File: config.mk
export PLATFORM = sky130hd
export DESIGN_NAME = serial_add_ctrl
export DESIGN_NICKNAME = d
export VERILOG_FILES = /design/src/rtl/serial_add_ctrl.sv
export SDC_FILE = /design/constraint.sdc
export NUM_CORES = 1
export LEC_CHECK = 0
export BUFFER_PORTS_ARGS = -buffer_cell sky130_fd_sc_hd__buf_4
export CAP_MARGIN = 20
export CORE_UTILIZATION = 46
export CTS_CLUSTER_DIAMETER = 30
export DETAILED_ROUTE_END_ITERATION = 10
export GPL_ROUTABILITY_DRIVEN = 0
export PLACE_DENSITY = 0.67
export SLEW_MARGIN = 20
export SYNTH_ARGS = -nofsm -noshare
export SYNTH_HDL_FRONTEND = slang
export SYNTH_SLANG_ARGS = --single-unit
File: constraint.sdc
create_clock -name clk -period 1.5 [get_ports clk]
set_input_delay 0.225 -clock clk [delete_from_list [all_inputs] [get_ports clk]]
set_output_delay 0.225 -clock clk [all_outputs]
set_load 0.05 [all_outputs]
File: src/rtl/serial_add_ctrl.sv
// Bit-serial adder controller.
// One full-adder cell (two half adders and an OR) is reused for WIDTH cycles
// to add two WIDTH-bit operands, least significant bit first. Operands are
// captured when start is accepted. The result registers change only when a
// complete sum is available, so the display never shows a partial value.

// Half-adder cell. The full adder is built from two of these.
module serial_add_ha (
   input  logic x,
   input  logic y,
   output logic s,
   output logic c
);
   assign s = x ^ y;
   assign c = x & y;
endmodule

module serial_add_ctrl #(
   parameter int WIDTH = 8
) (
   input  logic             clk,
   input  logic             rst_n,
   input  logic             start,
   input  logic [WIDTH-1:0] a,
   input  logic [WIDTH-1:0] b,
   output logic             busy,
   output logic             done,
   output logic [WIDTH-1:0] sum,
   output logic             carry_out
);
   // The counter only has to reach WIDTH-1, so $clog2(WIDTH) bits are enough.
   // The width is kept at 1 or more so that the declaration stays legal.
   localparam int CW = (WIDTH > 1) ? $clog2(WIDTH) : 1;
   localparam logic [CW-1:0] CNT_LAST = CW'(WIDTH - 1);

   typedef enum logic [1:0] {
      S_IDLE = 2'd0,
      S_RUN  = 2'd1,
      S_DONE = 2'd2
   } state_t;

   state_t           state, state_nx;

   // Datapath state
   logic [WIDTH-1:0] a_sh;   // operand A, shifted right once per bit
   logic [WIDTH-1:0] b_sh;   // operand B, shifted right once per bit
   logic [WIDTH-1:0] acc;    // partial sum; new bits enter at the MSB
   logic             c_q;    // carry passed between bit slots
   logic [CW-1:0]    cnt;    // index of the bit being processed

   // Control strobes decoded from the FSM
   logic             load;   // capture operands and clear the carry
   logic             step;   // process one bit this edge
   logic             last;   // this edge processes the MSB

   // Shared full-adder cell
   logic             s0, c0, s1, c1, cnext;

   serial_add_ha u_ha0 (
      .x (a_sh[0]),
      .y (b_sh[0]),
      .s (s0),
      .c (c0)
   );

   serial_add_ha u_ha1 (
      .x (s0),
      .y (c_q),
      .s (s1),
      .c (c1)
   );

   assign cnext = c0 | c1;

   // State register. Reset aborts any add that is in progress.
   always_ff @(posedge clk or negedge rst_n) begin
      if (!rst_n) begin
         state <= S_IDLE;
      end else begin
         state <= state_nx;
      end
   end

   // Next state, handshake outputs and datapath strobes.
   // start is looked at only in IDLE, so a request made while busy is dropped.
   always_comb begin
      state_nx = state;
      busy     = 1'b0;
      done     = 1'b0;
      load     = 1'b0;
      step     = 1'b0;
      last     = 1'b0;
      case (state)
         S_IDLE: begin
            if (start) begin
               load     = 1'b1;
               state_nx = S_RUN;
            end
         end
         S_RUN: begin
            busy = 1'b1;
            step = 1'b1;
            if (cnt == CNT_LAST) begin
               last     = 1'b1;
               state_nx = S_DONE;
            end
         end
         S_DONE: begin
            done     = 1'b1;
            state_nx = S_IDLE;
         end
         default: begin
            state_nx = S_IDLE;
         end
      endcase
   end

   // Operand shifters, partial-sum accumulator, carry flop and bit counter.
   always_ff @(posedge clk or negedge rst_n) begin
      if (!rst_n) begin
         a_sh <= '0;
         b_sh <= '0;
         acc  <= '0;
         c_q  <= 1'b0;
         cnt  <= '0;
      end else if (load) begin
         a_sh <= a;
         b_sh <= b;
         acc  <= '0;
         c_q  <= 1'b0;
         cnt  <= '0;
      end else if (step) begin
         a_sh <= {1'b0, a_sh[WIDTH-1:1]};
         b_sh <= {1'b0, b_sh[WIDTH-1:1]};
         acc  <= {s1, acc[WIDTH-1:1]};
         c_q  <= cnext;
         cnt  <= cnt + CW'(1);
      end
   end

   // Result registers. They load only on the MSB edge, so they keep the
   // previous result through IDLE and through the next RUN.
   always_ff @(posedge clk or negedge rst_n) begin
      if (!rst_n) begin
         sum       <= '0;
         carry_out <= 1'b0;
      end else if (last) begin
         sum       <= {s1, acc[WIDTH-1:1]};
         carry_out <= cnext;
      end
   end

endmodule

==> reports/metrics.csv <==
metric,value,unit
CP arrival,1.26,ns
TritonCTS clock tree,done,
cell-internal power,2813,uW
WP data required,1.27,ns
PwrDens,2248,nW/um^2
fmax,674.2,MHz
leading area contributor after synthesis,dfrtp_1,
# diodes,0,
synthesized area,1643,sq um
Net Sw Frac,0.3965,
# IOs,30,
overall die height,61.76,microns
multi-input logic area,640.6,sq um
crit end category,output port,
Leak,0.0009616,uW
relative slew slack,0.6745,
Worst-Margin Slew,0.4882,ns
Yosys top cell area share,0.5788,
initial antenna violation count,0,
largest net degree at the start of global routing,39,
Initial Util,0.4847,
Worst Setup Start Kind,flop,
Setup-failing EPs final,0,
Reg area,953.4,sq um
Setup Skew,0.01858,ns
GR Overflow Total,0,
"commonest non-fill, non-tap cells in the layout","buf_4, dfrtp_1, nor2_1, o22ai_1, a22o_1",
detailed placement HPWL,2366,microns
CP dominant cell by count,buf_6,
kind of critical path,flop to output port,
core outline area,3390,sq um
H-tree depth,2,
Sw Pwr,1848,uW
Final Hold Violating Endpoints,0,
clk sinks,38,
Logic pwr share,0.461,
Final min period,1.483,ns
1st-iter DRT viols,65,
vias per inst,5.460,
unrepaired setup endpoints after global routing,yes,
Root Driver,clkbuf_4,
clock share of power,0.150,
fillers,286,
YS warnings,0,
# nets final,199,
"commonest non-fill, non-tap cell in the layout",buf_4,
DRT Pass-1 Iters,4,
CP cell instances,buf_6 -> nor2_2 -> buf_6,
Synth area leaders,"dfrtp_1, mux2_2, a22o_1",
Min-Delay Path Class,input port to flop,
wire per inst,15.52,microns
CTS Buffer Depth,2,
share of layout cells above drive strength 1,0.4045,
Max stage delay on crit path,0.48,ns
clk_lat worst skew,0.36,ns
Port Buffers,29,
P&R area growth vs syn,26.20,%
Pwr Total,4660,uW
syn_nets,159,
clock slew at the register clock pins of the worst setup and hold paths,0.13,ns
"Seq/Total Area, Yosys",0.5788,
"Slowest-stage cell, CP",dfrtp_2,
Seq pwr share,0.390,
crit share post-route,0.9888,
Antenna Nets Post-Route,0,
"FF+latch count, synth",38,
Max VDD drop,1.265,mV
vias in the first global route,1255,
die width,61.76,microns
Syn Inst Count,137,
Worst Path Max Fanout,5,
total wire length,3477,microns
drt drc,0,
Total Routing Usage GR,0.2090,
vias after detailed routing,1223,
Yosys cell types,29,
CTS Buf Count,5,
Cell Rows,21,
"Core Util, Final",0.6117,
mean post-synth cell area,11.99,sq um
die area,3814,sq um
outcome,finished clean,
first-pass GRT wire length,5664,microns
Pins Over Slew Limit,0,
Max-Cap Viols,0,
## critical path, delay by kind of cell (launching register included)
kind	cells	cell delay, ns
DFF	1	0.48
buffers and inverters	2	0.31
and+or+nand+nor	1	0.11
## cell usage after synthesis, drive strengths merged
library cell and count:
o22ai 11, o21ai 2, dfrtp 38, nor4b 3, nand2b 2, nor2 15, nand2 6, fa 1
or2 1, o32ai 3, o221ai 1, a22o 10, clkinv 1, buf 7, nor3 9, ha 2
o21ba 1, o21bai 1, inv 4, clkbuf 1, mux2 9, a21oi 9
## layer usage
| layer | part of all wire | GRT usage | wire (microns) | vias up |
|---|---|---|---|---|
| met2 | 0.49 | 0.3425 | 1695 | 29 |
| li1 | - | - | - | 577 |
| met1 | 0.45 | 0.2639 | 1560 | 613 |
| met5 | 0 | 0 | 0 | - |
| met3 | 0.049 | 0.06832 | 170 | 4 |
| met4 | 0.015 | 0.06667 | 51 | 0 |
## sequential cells by signal, indices dropped and copies added (netlist names)
| register | count |
|---|---|
| acc | 7 |
| sum | 8 |
| state | 2 |
| c_q | 1 |
| cnt | 3 |
| carry_out | 1 |
| a_sh | 8 |
| b_sh | 8 |
## layout make-up
type | count | area share
flip-flops and latches | 38 | 0.4599
repair buffers | 41 | 0.1569
clock inverters | 3 | 0.01931
clock buffers | 5 | 0.01810
well taps | 46 | 0.02776
multi-input cells | 86 | 0.3090
inverters | 5 | 0.009052
## timing repair
action,4_1_cts,5_1_grt
gates cloned,0,0
resized for setup,3,5
setup buffers,2,1
hold buffers,1,0
hold endpoints to repair,38,0
setup endpoints to repair,2,6
## worst paths after layout
path / from / end / slack (ns) / depth (start not counted)
min reg2reg: b_sh[7] / b_sh[7] / 0.51 / 2
min in group asynchronous: rst_n / a_sh[5] / 0.35 / 2
min: b[7] / b_sh[7] / 0.11 / 3
max: state[0] / done / 0.02 / 3
max reg2reg: cnt[0] / sum[3] / 0.06 / 4
max in group asynchronous: rst_n / state[0] / 0.79 / 2
## cell families (layout without fill, tap and decap cells)
| logic type | after synthesis | after routing | share of synthesized area |
|---|---|---|---|
| multiplexers | 9 | 9 | 0.06169 |
| AO/OA/AOI/OAI | 38 | 38 | 0.1630 |
| adder cells (fa/ha/maj) | 3 | 3 | 0.02742 |
| AND/OR/NAND/NOR | 36 | 36 | 0.1302 |
| flip-flops | 38 | 38 | 0.5788 |
| buffers and inverters | 13 | 54 | 0.03883 |
## power by group through the flow
stage | sequential [uW] | clock [uW] | combinational, uW
final | 1820 | 697 | 2150
after floorplan | 2120 | 0 | 1140
after global placement | 1800 | 0 | 2000
after CTS | 1810 | 708 | 2130
after global routing | 1870 | 760 | 2330
after detailed placement | 1830 | 0 | 2060
## per-stage QoR
step                std cells  instance area, sq um  hold WS [ns]  worst slack, ns  setup TNS (ns)
global route              224                  2073        0.1080         -0.01186        -0.01186
CTS                       223                  2047        0.1101          0.01370               0
global placement          212                  1936        0.2082           0.1024               0
finish                    224                  2073        0.1083          0.01681               0
detailed placement        212                  1936        0.2213          0.05111               0
floorplan                 137                  1645      -0.07059          0.08357               0
Power figures use the tool's default switching activity.
